$ cat config.mk
export PLATFORM = sky130hd
export DESIGN_NAME = ntt_seq
export DESIGN_NICKNAME = d
export VERILOG_FILES = /design/src/rtl/ntt_seq.sv
export SDC_FILE = /design/constraint.sdc
export NUM_CORES = 1
export LEC_CHECK = 0
export ABC_AREA = 1
export CAP_MARGIN = 10
export CORE_AREA = 2 2 116 84
export CTS_CLUSTER_SIZE = 25
export DETAILED_ROUTE_END_ITERATION = 10
export DIE_AREA = 0 0 118 86
export GPL_TIMING_DRIVEN = 0
export HOLD_SLACK_MARGIN = 0.02
export PLACE_DENSITY_LB_ADDON = 0.2
export SYNTH_ARGS = -nofsm -noshare
export SYNTH_HDL_FRONTEND = slang
export SYNTH_SLANG_ARGS = --single-unit
$ cat constraint.sdc
create_clock -name clk_i -period 1.3 [get_ports clk_i]
set_clock_uncertainty 0.05 [all_clocks]
set_input_delay 0.26 -clock clk_i [delete_from_list [all_inputs] [get_ports clk_i]]
set_output_delay 0.26 -clock clk_i [all_outputs]
set_load 0.1 [all_outputs]
$ cat src/rtl/ntt_seq.sv
// ntt_seq: job sequencer for a polynomial NTT engine.
// Runs 1..MAX_POLY polynomials back to back. Each polynomial takes 1024 AGU
// butterflies, then a drain window so the butterfly pipeline empties before
// the next polynomial starts. Coefficient RAM addresses are {poly, addr}.
// Between jobs the host may borrow the RAM port.
//
// Start handshake: a job is accepted on the rising edge where start_i=1, the
// sequencer is IDLE and 1 <= npoly_i <= MAX_POLY. busy_o rises on that edge.
// A start outside IDLE, or with an illegal count, is dropped and never queued.
// done_o pulses for one cycle at the end of the job, and the sequencer is
// back in IDLE on the following cycle.
module ntt_seq #(
    parameter int BF_LAT   = 3,
    parameter int MAX_POLY = 7
) (
    input  logic        clk_i,
    input  logic        rst_ni,
    input  logic        start_i,
    input  logic [2:0]  npoly_i,
    output logic        busy_o,
    output logic        done_o,
    output logic        agu_en_o,
    input  logic [7:0]  agu_addrA_i,
    input  logic [7:0]  agu_addrB_i,
    input  logic [7:0]  agu_zeta_i,
    input  logic        agu_wren_i,
    output logic [10:0] rd_addrA_o,
    output logic [10:0] rd_addrB_o,
    output logic [7:0]  zeta_addr_o,
    output logic [10:0] wr_addrA_o,
    output logic [10:0] wr_addrB_o,
    output logic        wr_en_o,
    input  logic        host_req_i,
    input  logic [10:0] host_addr_i,
    output logic        host_gnt_o,
    output logic [2:0]  dbg_state_o
);

    typedef enum logic [2:0] {
        ST_IDLE  = 3'd0,
        ST_RUN   = 3'd1,
        ST_DRAIN = 3'd2,
        ST_NEXT  = 3'd3,
        ST_DONE  = 3'd4
    } state_t;

    // Largest legal polynomial count, clamped to what the 3-bit input can express.
    localparam logic [3:0]  LP_MAX_POLY = (MAX_POLY > 7) ? 4'd7 : 4'(MAX_POLY);
    localparam logic [2:0]  LP_LAT      = 3'(BF_LAT);
    localparam logic [10:0] LP_LAST_BF  = 11'd1023;

    state_t      r_state;
    logic [2:0]  r_poly;
    logic [2:0]  r_npoly;
    logic [10:0] r_bfly_cnt;
    logic [2:0]  r_drain_cnt;
    logic        r_busy;
    logic        r_agu_en;
    logic        r_done;

    logic        r_pipe_vld [BF_LAT];
    logic [10:0] r_pipe_a   [BF_LAT];
    logic [10:0] r_pipe_b   [BF_LAT];

    logic        w_idle;
    logic        w_run;
    logic        w_host_gnt;
    logic        w_npoly_ok;
    logic        w_bf_vld;
    logic [10:0] w_rd_a;
    logic [10:0] w_rd_b;
    logic [7:0]  w_zeta;
    logic [10:0] w_wr_a;
    logic [10:0] w_wr_b;
    logic        w_wr_en;

    assign w_idle     = (r_state == ST_IDLE);
    assign w_run      = (r_state == ST_RUN);
    assign w_host_gnt = host_req_i && w_idle;
    assign w_npoly_ok = (npoly_i != 3'd0) && ({1'b0, npoly_i} <= LP_MAX_POLY);
    assign w_bf_vld   = agu_wren_i && w_run;

    // Sequencer FSM; busy/agu_en/done are registered alongside the state change.
    always_ff @(posedge clk_i) begin
        if (!rst_ni) begin
            r_state     <= ST_IDLE;
            r_poly      <= 3'd0;
            r_npoly     <= 3'd0;
            r_bfly_cnt  <= 11'd0;
            r_drain_cnt <= 3'd0;
            r_busy      <= 1'b0;
            r_agu_en    <= 1'b0;
            r_done      <= 1'b0;
        end else begin
            r_done <= 1'b0;
            case (r_state)
                ST_IDLE: begin
                    if (start_i && w_npoly_ok) begin
                        r_state    <= ST_RUN;
                        r_poly     <= 3'd0;
                        r_npoly    <= npoly_i;
                        r_bfly_cnt <= 11'd0;
                        r_busy     <= 1'b1;
                        r_agu_en   <= 1'b1;
                    end
                end
                ST_RUN: begin
                    if (agu_wren_i) begin
                        r_bfly_cnt <= r_bfly_cnt + 11'd1;
                        if (r_bfly_cnt == LP_LAST_BF) begin
                            r_state     <= ST_DRAIN;
                            r_drain_cnt <= LP_LAT;
                            r_agu_en    <= 1'b0;
                        end
                    end
                end
                ST_DRAIN: begin
                    if (r_drain_cnt == 3'd0) begin
                        if (r_poly == r_npoly - 3'd1) begin
                            r_state <= ST_DONE;
                            r_done  <= 1'b1;
                        end else begin
                            r_state <= ST_NEXT;
                        end
                    end else begin
                        r_drain_cnt <= r_drain_cnt - 3'd1;
                    end
                end
                ST_NEXT: begin
                    r_state    <= ST_RUN;
                    r_poly     <= r_poly + 3'd1;
                    r_bfly_cnt <= 11'd0;
                    r_agu_en   <= 1'b1;
                end
                ST_DONE: begin
                    r_state <= ST_IDLE;
                    r_busy  <= 1'b0;
                end
                default: begin
                    r_state  <= ST_IDLE;
                    r_busy   <= 1'b0;
                    r_agu_en <= 1'b0;
                end
            endcase
        end
    end

    // Write-back pipeline: carries each butterfly's addresses to its write slot.
    always_ff @(posedge clk_i) begin
        if (!rst_ni) begin
            for (int i = 0; i < BF_LAT; i++) begin
                r_pipe_vld[i] <= 1'b0;
                r_pipe_a[i]   <= 11'd0;
                r_pipe_b[i]   <= 11'd0;
            end
        end else begin
            r_pipe_vld[0] <= w_bf_vld;
            r_pipe_a[0]   <= w_rd_a;
            r_pipe_b[0]   <= w_rd_b;
            for (int i = 1; i < BF_LAT; i++) begin
                r_pipe_vld[i] <= r_pipe_vld[i-1];
                r_pipe_a[i]   <= r_pipe_a[i-1];
                r_pipe_b[i]   <= r_pipe_b[i-1];
            end
        end
    end

    // Read port mux: AGU during RUN, host when granted, otherwise parked at 0.
    always_comb begin
        w_rd_a = 11'd0;
        w_rd_b = 11'd0;
        w_zeta = 8'd0;
        if (w_run) begin
            w_rd_a = {r_poly, agu_addrA_i};
            w_rd_b = {r_poly, agu_addrB_i};
            w_zeta = agu_zeta_i;
        end else if (w_host_gnt) begin
            w_rd_a = host_addr_i;
        end
    end

    // Write port mux: pipeline output while busy, host address or 0 in IDLE.
    always_comb begin
        w_wr_en = 1'b0;
        w_wr_a  = 11'd0;
        w_wr_b  = 11'd0;
        if (w_idle) begin
            if (w_host_gnt) begin
                w_wr_a = host_addr_i;
            end
        end else begin
            w_wr_en = r_pipe_vld[BF_LAT-1];
            w_wr_a  = r_pipe_a[BF_LAT-1];
            w_wr_b  = r_pipe_b[BF_LAT-1];
        end
    end

    assign busy_o      = r_busy;
    assign done_o      = r_done;
    assign agu_en_o    = r_agu_en;
    assign rd_addrA_o  = w_rd_a;
    assign rd_addrB_o  = w_rd_b;
    assign zeta_addr_o = w_zeta;
    assign wr_addrA_o  = w_wr_a;
    assign wr_addrB_o  = w_wr_b;
    assign wr_en_o     = w_wr_en;
    assign host_gnt_o  = w_host_gnt;
    assign dbg_state_o = r_state;

endmodule

---- Yosys cells after proc, flatten, opt, wreduce, memory -nomap -nowiden ----
Memories as Yosys holds them, arrays and structs flattened.
Index checks and enable logic that the tools add are counted.
Widths: inputs -> output; s select.
operators by class
  equality and inequality tests ........... 11
  order comparisons ....................... 0
  $mul .................................... 0
  bitwise operators ....................... 11
  mux-type cells .......................... 39
  $add $sub $neg .......................... 4
  reductions and logical operators ........ 19
  shift-type cells ........................ 0
  div/mod/pow operators ................... 0
operator list
  kind                   number
  $mux 11                13
  $pmux 11 s3            1
  $mux 3                 9
  $pmux 3 s2             2
  $pmux 3 s4             1
  $reduce_and 4->1       3
  $add 11x1->11 const B  1
  $eq 11x10->1 const B   1
  $mux 1                 10
  $or 1x1->1             9
  $mux 8                 1
  $eq 3x2->1 const B     2
  $logic_not 3->1        2
  $ne 2x2->1 const B     3
  $reduce_and 2->1       3
  $reduce_and 3->1       2
  $reduce_bool 3->1      2
  $sub 3x1->3 const B    2
  $ne 2x1->1 const B     2
  $pmux 1 s4             1
  $reduce_bool 2->1      2
  $add 3x1->3 const B    1
  $eq 3x1->1 const B     1
  $eq 3x3->1             1
  6 further kinds        9
storage, ports and cells
  RAM bits ................................ 69
  logic and storage cells ................. 95
  flip-flop bits (word level) ............. 26
  memories kept ........................... 3
  input port bits ......................... 43
  bits in read-only memories .............. 0
  latch bits .............................. 0
memory list
  name        depth  width  read ports  clocked after Yosys merged registers in  write ports  RTL line  source
  r_pipe_a    3      11     3           0                                        3            62        logic [10:0] r_pipe_a [BF_LAT];
  r_pipe_b    3      11     3           0                                        3            63        logic [10:0] r_pipe_b [BF_LAT];
  r_pipe_vld  3      1      3           0                                        3            61        logic r_pipe_vld [BF_LAT];

---- Longest topological paths before layout ----
Gate-level depths: netlist of the first run.
  word-level depth ........................ 5
  depth in mapped cells ................... 12

---- Least setup slack after synthesis of the first run ----
Ideal clock, no wire load.
  path kind ............................... reg-to-output
  start ................................... register r_state[0], in the netlist dbg_state_o[0]
  end ..................................... output port rd_addrA_o[10]
  cell stages (with the launch flop) ...... 5
  path buffers ............................ 0
  required time ........................... 0.990 ns
  data arrival time ....................... 3.420 ns
  setup slack ............................. -2.430 ns
  path through ............................ dfxtp_1 > nand2_4 > nor2_1 > inv_1 > nand2_1
on the way
  longest elaborated chain between the ends .. 4
  elaborated cells between the ends (all ways) .. 5
  classes of those cells .................. eq/ne: 1; mux: 2; reduce/logical: 2
RTL lines
  item                    RTL line  source
  start, declared         52        state_t r_state;
  start signal, assigned  86        r_state <= ST_IDLE;
  start signal, assigned  99        r_state <= ST_RUN;
  start signal, assigned  111       r_state <= ST_DRAIN;
  $logic_not 3->1         77        assign w_idle = (r_state == ST_IDLE);
  $logic_and 1x1->1       79        assign w_host_gnt = host_req_i && w_idle;
  $mux 11                 177       end else if (w_host_gnt) begin
  $mux 11 *               173       if (w_run) begin
  end, declared           27        output logic [10:0] rd_addrA_o,
Mark *: on every way between the ends. The rest lies on a longest branch, timed or not.

---- Worst setup path after layout of the first run ----
  start ................................... register r_state[1], in the netlist dbg_state_o[1]
  end ..................................... output port rd_addrA_o[3]
Same word-level chain as after synthesis.

==> results of run 1 <==
==> power by group <==
group | switching (mW) | internal, mW | leakage, nW
sequential | 0.171 | 3.21 | 0.776
combinational | 6.85 | 4.36 | 2.57
clock | 1.28 | 1.41 | 0.149
==> tightest hold or removal path, stage by stage (launching register included) <==
cell and delay [ns]:
sky130_fd_sc_hd__dfxtp_1 0.31, sky130_fd_sc_hd__nand2_1 0.05, sky130_fd_sc_hd__inv_1 0.04
==> cell usage in the layout, fill, tap and decap left out, types with 3 or more instances in the layout <==
cell / Yosys / routed
sky130_fd_sc_hd__nand3_1: 14 / 8
sky130_fd_sc_hd__nand2_8: 0 / 34
sky130_fd_sc_hd__a21oi_1: 32 / 5
sky130_fd_sc_hd__clkbuf_4: 0 / 3
sky130_fd_sc_hd__dfxtp_1: 95 / 87
sky130_fd_sc_hd__inv_4: 1 / 4
sky130_fd_sc_hd__dfxtp_4: 0 / 4
sky130_fd_sc_hd__nand2_4: 2 / 11
sky130_fd_sc_hd__a21oi_2: 0 / 24
sky130_fd_sc_hd__ha_4: 0 / 3
sky130_fd_sc_hd__buf_16: 0 / 3
sky130_fd_sc_hd__inv_1: 109 / 98
sky130_fd_sc_hd__inv_6: 0 / 3
sky130_fd_sc_hd__o21ai_2: 0 / 4
sky130_fd_sc_hd__buf_8: 0 / 4
sky130_fd_sc_hd__buf_12: 0 / 62
sky130_fd_sc_hd__nor2_1: 58 / 19
sky130_fd_sc_hd__inv_8: 0 / 4
sky130_fd_sc_hd__nor3_2: 0 / 6
sky130_fd_sc_hd__nor2_2: 1 / 3
sky130_fd_sc_hd__nor3_1: 9 / 3
sky130_fd_sc_hd__buf_6: 2 / 24
sky130_fd_sc_hd__clkbuf_16: 0 / 10
sky130_fd_sc_hd__inv_2: 3 / 8
sky130_fd_sc_hd__dfxtp_2: 0 / 4
sky130_fd_sc_hd__nand2_2: 3 / 28
sky130_fd_sc_hd__nor2_4: 1 / 38
sky130_fd_sc_hd__buf_4: 1 / 29
sky130_fd_sc_hd__nand2_1: 158 / 90
sky130_fd_sc_hd__clkbuf_2: 0 / 6
sky130_fd_sc_hd__nand3_2: 0 / 5
sky130_fd_sc_hd__clkdlybuf4s50_1: 0 / 42
sky130_fd_sc_hd__a21oi_4: 0 / 3
==> path summary, 6_finish.rpt <==
kind	endpoint	cells past startpoint	slack, ns	from
worst max-delay path	rd_addrA_o[3]	9	-0.73	dbg_state_o[1]$_SDFFE_PN0P_
worst min-delay path	r_pipe_a[0][23]$_SDFF_PN0_	2	0.36	r_pipe_a[0][12]$_SDFF_PN0_
worst max register to register	r_drain_cnt[0]$_SDFFE_PN0P_	10	-0.46	dbg_state_o[1]$_SDFFE_PN0P_
worst min register to register	r_pipe_a[0][23]$_SDFF_PN0_	2	0.36	r_pipe_a[0][12]$_SDFF_PN0_
==> what timing repair did <==
action	4_1_cts	5_1_grt
endpoints found under the setup margin	149	123
pin swaps	49	18
gates resized for setup	648	94
cloned	3	0
setup buffers	36	18
==> cell type report <==
class | instances | area (sq um) | share of cell area, %
Clock inverter | 6 | 60.1 | 0.766
Inverter | 113 | 459 | 5.86
Clock buffer | 10 | 239 | 3.05
Buffer | 18 | 205 | 2.62
Sequential cell | 95 | 1920 | 24.5
Tap cell | 124 | 155 | 1.98
Timing Repair Buffer | 156 | 2160 | 27.6
Multi-Input combinational cell | 304 | 2640 | 33.6
==> routing by layer <==
metal / routed length, um / part of all wire [%] / vias to the layer above
li1: - / - / 1902
met1: 5960 / 37 / 2011
met4: 714 / 4.4 / 0
met2: 8490 / 52 / 263
met3: 1010 / 6.2 / 67
met5: 0 / 0 / -
==> cells by family after synthesis <==
family	count (synthesis)	synth area share (%)
xor+xnor	3	0.696
flops	95	50.4
buf+inv	131	13.7
simple gates	251	27.2
fa+ha+maj	5	1.66
compound gates	45	6.39
==> through the flow <==
stage,utilization [%],cells
2_1_floorplan,-,530
3_5_place_dp,64.7,756
3_3_place_gp,64.7,756
6_report,87.5,826
4_1_cts,82.6,811
5_1_grt,87.5,826
==> flip-flops by register name, summed over array words and instances (netlist names) <==
name / flops
agu_en_o: 1
busy_o: 1
dbg_state_o: 3
done_o: 1
r_bfly_cnt: 11
r_drain_cnt: 3
r_npoly: 3
r_pipe_a: 33
r_pipe_b: 33
r_pipe_vld: 3
r_poly: 3
==> results.md, run 1 <==
Worst hold path:
- The path type of the worst min-delay path is reg2reg.

Final layout:
- The layout-stage area growth over the synthesis result is 108%.
- At the end of the flow, the number of nets in the layout was 745.
- The post-route standard cell area excluding fillers is 7840 sq um.
- The repair_antennas step left the layout with diodes totalling 0.
- The share of final-layout standard cells stronger than drive strength 1 is 48.6%.
- The total of fill cells in the finished design is 382.

Timing:
- The final hold violation count is 0.
- The routed design could run at a clock period as short as 2.03 ns.
- Setup repair after global routing could not meet its margin everywhere.
- At the pin with the least slew margin, the transition time is 0.389 ns.
- The final number of max-transition violations is 0.
- Across all setup checks in the final design, the least slack found is -0.727 ns.
- On the final layout, the worst hold slack is 0.363 ns.
- Of the available clock period, the critical path in the final layout requires 156%.
- In this run the tightest slew margin relative to its limit is 73.8%.
- The total setup violations reported at the end of the flow is 105.
- The setup TNS is -43.14 ns.
- The highest clock rate is 0.493 GHz.

GRT:
- Entering global routing, the biggest net connects 19 pins.
- The busiest layer in global routing is met2.
- The first-pass GRT wire length is 21200 um.
- Global routing finished with a remaining overflow of 0.
- In the global route stage, met3 resource usage came out at 6.65%.
- The number of antenna violations at the first check in global routing is 0.
- Global routing consumed, on the met1 layer, 31.4% of the routing resources.
- The via count of the first global-routing pass came to 4219.
- Global routing used 26.7% of the available tracks.
- For this run, global-route usage on met2 was measured as 47.4%.

Place:
- After detailed placement, the total cell area comes to 5800 sq um.
- The routability congestion estimate is 0.870.
- After legalization and detailed placement, the total HPWL measured 7470 um.
- Prior to clock tree synthesis, the placed netlist has a worst setup slack of -1.49 ns.
- The count of port buffers added during placement is 102.

Synthesis:
- The number of warning messages in the yosys log is 0.
- The dominant cell type by area after synthesis is sky130_fd_sc_hd__dfxtp_1.
- Yosys attributes the largest share of cell area to sky130_fd_sc_hd__dfxtp_1, sky130_fd_sc_hd__nand2_1, sky130_fd_sc_hd__inv_1, sky130_fd_sc_hd__nor2_1, sky130_fd_sc_hd__a21oi_1.
- Sorting the synthesized cells by how often they occur yields sky130_fd_sc_hd__nand2_1, sky130_fd_sc_hd__inv_1, sky130_fd_sc_hd__dfxtp_1.
- Counting flops with an async set or reset pin after synthesis yields a share of 0%.
- Counting flops and latches in the post-synthesis netlist gives 95.
- Synthesis produced a netlist with a net count of 578.
- After synthesis the cells add up to 3780 sq um.
- The sequential area share after synthesis is 50.4%.
- The prevailing post-synth register cell is sky130_fd_sc_hd__dfxtp_1.
- In this run, synthesis inferred 0 flip-flops with an integrated enable.
- The share of Yosys cell area claimed by the top area cell type is 50.4%.
- The most instantiated library cell after synthesis is sky130_fd_sc_hd__nand2_1.
- The count of unique library cells instantiated by Yosys is 32.
- In the synthesized netlist, the number of instances is 530.
- The per-instance average area after synthesis is 7.12 sq um.

Floorplan:
- The cell row count is 29.
- The floorplan step defined a die boundary enclosing 10100 sq um.
- The area of the core is 8960 sq um.
- In this run the vertical extent of the chip is 86 um.
- The x dimension of the die is 118 um.
- The initial standard-cell utilization of the core is 42.1%.
- The number of top-level pins is 103.

Drt:
- In the routed layout, each cell is associated on average with a via count of 5.14.
- The antenna violation net count after detailed routing is 0.
- The routed layout has 4243 vias.
- The number of DRC violations after detailed routing is 0.
- After detailed routing, the average wire length per cell comes to 19.6 um.
- The first-iteration detailed-routing DRC count is 341.
- The first TritonRoute pass finished after 5 iterations.
- The total routed wirelength is 16200 um.

Outcome:
- The flow ran to the end, but the final reports show violations.
- The checks that failed: negative setup slack.

Clock tree:
- The clock reaches the later pin of the worst-skew pair after 0.35 ns.
- The clock root buffer is sky130_fd_sc_hd__clkbuf_16.
- The maximum number of buffers from clock root to sink is 2.
- The number of hold buffers added after CTS was 0.
- The clock-pin slew reported for the worst setup and hold paths after clock tree synthesis is 0.07 ns.
- The clock tree from TritonCTS is done.
- The number of levels in the clock H-tree is 3.
- The number of clock buffers added by TritonCTS is 9.
- CTS saw 95 sinks.

Worst setup path:
- The cell with the largest stage delay on the worst path is sky130_fd_sc_hd__dfxtp_4.
- On the critical path the largest part of the delay comes from simple AND/OR/NAND/NOR gates.
- The arrival time of data at the critical path endpoint is 1.72 ns.
- On the worst path, the slowest cell contributes a delay of 0.36 ns.
- The cell that appears most often on the critical path is sky130_fd_sc_hd__nand2_8.
- STA classifies the critical path startpoint as a register.
- In this run the worst path has a maximum fanout of 5.
- The required time at the endpoint of the critical path is 0.99 ns.
- STA classifies the critical path endpoint as a primary output.
- Walking the worst path, the cells encountered are nor2_4, nand2_4, inv_8, nand2_8, clkinv_8, buf_16, nand2_8, nand2_8, buf_12.
- The class of the most critical setup path is reg2out.
- The number of buffer and inverter instances along the worst setup path is 4.

Pwr:
- The power per standard cell area is 2200 nW/um^2.
- The design draws 17.3 mW.
- For this design the static power due to leakage is 3.49 nW.
- VDD sags by at most 1500 uV.

Job:
- The number of max-capacitance violations reported is 0.
(Power assumes the default switching activity.)
==> inputs of run 2 (changes only) <==
--- a/config.mk
+++ b/config.mk
@@ -7,10 +7,10 @@
 export LEC_CHECK = 0
 export ABC_AREA = 1
 export CAP_MARGIN = 10
-export CORE_AREA = 2 2 116 84
+export CORE_AREA = 2 2 110 80
 export CTS_CLUSTER_SIZE = 25
 export DETAILED_ROUTE_END_ITERATION = 10
-export DIE_AREA = 0 0 118 86
+export DIE_AREA = 0 0 112 82
 export GPL_TIMING_DRIVEN = 0
 export HOLD_SLACK_MARGIN = 0.02
 export PLACE_DENSITY_LB_ADDON = 0.2
==> constraint.sdc (replaced) <==
create_clock -name clk_i -period 1.9 [get_ports clk_i]
set_clock_uncertainty 0.05 [all_clocks]
set_input_delay 0.38 -clock clk_i [delete_from_list [all_inputs] [get_ports clk_i]]
set_output_delay 0.38 -clock clk_i [all_outputs]
set_load 0.1 [all_outputs]
==> run 2 against run 1 <==
Effect of this change:
- the flow still finishes with violations (negative setup slack)
- core utilization decreased by 2.0 points
- worst setup slack improved by 0.46 ns
- non-clock buffer count decreased by 24
- register-to-register slack improved by 0.42 ns
- clock power decreased by 32%
- global-route usage increased by 0.39 points
- final cell count decreased by 5.2%
- largest cell class unchanged
==> results.md, run 2 (same netlist as run 1, synthesis figures left out) <==
Floorplan:
- The cell row count is 28 (-3.4%).
- The number of top-level pins is 103 (unchanged).
- The full die area is 9180 sq um (-9.5%).
- The initial standard-cell utilization of the core is 46.1% (+3.9 points).
- The area of the core came to 8200 sq um (-8.5%).
- The height of the die is 82 um (-4.7%).
- The x dimension of the die was 112 um (-5.1%).

Timing:
- The final number of max-transition violations is 0 (unchanged).
- The total setup violations reported at the end of the flow is 54 (-49%).
- The post-layout worst setup margin is -0.268 ns (+0.459 ns).
- Setup repair after global routing could not meet its margin everywhere.
- The worst-margin pin slew is 0.604 ns (+0.215 ns).
- The final-layout worst hold slack is 0.366 ns (+0.00360 ns).
- The relative max-transition margin is 59.7% (-14 points).
- After layout, the minimum clock period comes to 2.17 ns.
- The worst path uses 114% of the clock period.
- The final hold violation count is 0 (unchanged).
- Static timing analysis puts the maximum clock frequency at 0.461 GHz.

Worst setup path:
- The top fanout value on the critical path was 5 (unchanged).
- The cell repeated most along the worst path is sky130_fd_sc_hd__nand2_8.
- The worst setup path is of the reg2out kind.
- The arrival time of data at the critical path endpoint is 1.74 ns (+0.02 ns).
- The required time at the endpoint of the critical path is 1.47 ns (+0.48 ns).
- STA classifies the critical path startpoint as a register.
- STA classifies the critical path endpoint as a primary output.
- The cell with the largest stage delay on the worst path is sky130_fd_sc_hd__dfxtp_4.
- The critical path goes through nor2_4, nand2_4, inv_8, nand2_8, clkinv_8, buf_16, nand2_8, nand2_8, buf_12.
- The highest cell delay on the worst timing path was 0.35 ns (about the same).

Final layout:
- Relative to the synthesized area, the layout overhead comes to 85.5%.
- The total of fill cells in the finished design is 392 (+2.6%).
- The final antenna diode count is 0 (unchanged).
- The share of final-layout standard cells stronger than drive strength 1 came to 32.4% (-16 points).
- The post-route standard cell area excluding fillers came to 7000 sq um (-11%).
- The largest registers in the layout are r_pipe_a x33, r_pipe_b x33, r_bfly_cnt x11.
- The layout net count was 721 (-3.2%).
- Leaving out fill and tap cells, the most frequent cell in the layout is sky130_fd_sc_hd__nand2_1.
- The final core utilization is 85.4% (-2.0 points).
- In the layout the commonest cells are sky130_fd_sc_hd__nand2_1, sky130_fd_sc_hd__inv_1, sky130_fd_sc_hd__dfxtp_1, sky130_fd_sc_hd__buf_12, sky130_fd_sc_hd__clkdlybuf4s50_1.

Pwr:
- The power per standard cell area is 1530 nW/um^2 (-31%).
- The part of the total power dissipated in the clock network is 17.0% (+1.4 points).
- The part of the power in combinational logic is 61.7% (-3.2 points).
- The switching power summed over all nets is 5.16 mW (-38%).
- The leakage component of the power is 3.24 nW (-7.2%).
- The maximum vdd drop came to 1380 uV (-7.7%).
- The internal power contribution was 5.56 mW (-38%).
- The net switching share of the total power is 48.1% (+0.085 points).
- The overall power is 10.7 mW (-38%).
- The portion of total power attributed to sequential cells is 21.3% (+1.8 points).

Clock tree:
- The number of buffers inserted during clock tree synthesis is 9 (unchanged).
- The number of clock sinks came to 95 (unchanged).
- The clock tree from TritonCTS is done.
- The clock root buffer is sky130_fd_sc_hd__clkbuf_16.
- The number of levels in the clock H-tree was 3 (unchanged).
- The maximum number of buffers from clock root to sink is 2 (unchanged).
- The clock-pin slew reported for the worst setup and hold paths after clock tree synthesis was 0.07 ns (about the same).
- The number of hold-repair buffers added at the cts stage came to 0 (unchanged).
- The clock latency at the later pin of the worst-skew pair is 0.35 ns (about the same).

Drt:
- The wire length per cell after detailed routing is 18.2 um (-6.9%).
- The total routed wirelength was 14300 um (-12%).
- The number of DRC violations after detailed routing is 0 (unchanged).
- The total number of vias is 4006 (-5.6%).
- The first-pass iteration count of the detailed router is 5 (unchanged).
- The vias per cell is 5.12 (-0.40%).
- The first-iteration detailed-routing DRC count is 312 (-8.5%).
- The antenna violation net count after detailed routing is 0 (unchanged).

Place:
- The placement-stage cell area is 5690 sq um (-1.8%).
- The count of port buffers added during placement is 102 (unchanged).
- The sum of net half-perimeters after detailed placement is 7430 um (-0.45%).
- The routability congestion estimate is 0.862 (-0.90%).

GRT:
- The final global-route overflow total is 0 (unchanged).
- The via count of the first global-routing pass is 3987 (-5.5%).
- The number of antenna violations at the first check in global routing is 0 (unchanged).
- The first-pass GRT wire length is 19300 um (-9.0%).
- The global routing usage summed across all routing layers is 27.1% (+0.39 points).
- The pin count of the biggest net entering global routing is 19 (unchanged).

Outcome:
- The final reports fail on negative setup slack.
- The run finished, with violations left.

Worst hold path:
- The min-delay analysis places its worst path in the category reg2reg.

Job:
- The number of max-capacitance violations reported is 0 (unchanged).
## run 2: changes by cell type in the layout (fill, tap and decap cells not counted), sizes merged
cell,previous run,this run
clkdlybuf4s15,0,6
buf,122,93
clkbuf,20,19
clkinvlp,0,2
inv,117,115
## run 2: what timing repair did
item | in CTS | in global routing
hold endpoints to repair | 0 | 0
pin swaps | 23 | 7
gates resized for setup | 520 | 42
endpoints found under the setup margin | 60 | 51
gates cloned | 1 | 0
buffers inserted | 16 | 15
## run 2: power groups by stage
stage                     logic [mW]  registers [mW]  clock network (mW)
final                           6.61            2.29                1.82
after global routing            6.84            2.30                1.90
after CTS                       6.10            2.27                1.80
after detailed placement        4.86            2.32                   0
after global placement          4.78            2.31                   0
after floorplan                 3.69            2.50                   0
## run 2: layer usage
layer	wire length, um	vias up	global-route usage [%]	share of wire [%]
li1	-	1848	-	-
met1	5460	1927	31.1	38
met2	7610	190	50.2	53
met3	821	41	6.35	5.8
met4	379	0	9.76	2.7
met5	0	-	0	0
## run 2: final timing paths
| path | slack, ns | from | endpoint | cells past startpoint |
|---|---|---|---|---|
| max | -0.27 | dbg_state_o[1]$_SDFFE_PN0P_ | wr_addrA_o[2] | 9 |
| min | 0.37 | r_pipe_a[0][9]$_SDFF_PN0_ | r_pipe_a[0][20]$_SDFF_PN0_ | 2 |
| max reg2reg | -0.04 | dbg_state_o[1]$_SDFFE_PN0P_ | r_npoly[0]$_SDFFE_PN0P_ | 8 |
| min reg2reg | 0.37 | r_pipe_a[0][9]$_SDFF_PN0_ | r_pipe_a[0][20]$_SDFF_PN0_ | 2 |
## run 2: cell type report
type	instances	area (sq um)	area share, %
Clock buffer	10	239	3.41
Sequential cell	95	1910	27.3
Timing Repair Buffer	134	1860	26.5
Clock inverter	6	62.6	0.893
Tap cell	105	131	1.88
Multi-Input combinational cell	304	2190	31.3
Buffer	16	163	2.32
Inverter	113	447	6.38
## run 2: critical path, delay by kind of cell, from the launching register on
family                 cells  cell delay [ns]
buffers and inverters      4             0.52
AND/OR/NAND/NOR            5             0.51
flip-flops                 1             0.35
## run 2: metrics by stage
| step | std cells | worst slack, ns | TNS (ns) |
|---|---|---|---|
| 2_1_floorplan | 530 | -0.196 | -3.97 |
| 3_3_place_gp | 737 | -1.10 | -46.95 |
| 3_5_place_dp | 737 | -1.10 | -50.06 |
| 4_1_cts | 770 | -0.274 | -8.42 |
| 5_1_grt | 783 | -0.303 | -10.92 |
| 6_report | 783 | -0.268 | -8.70 |
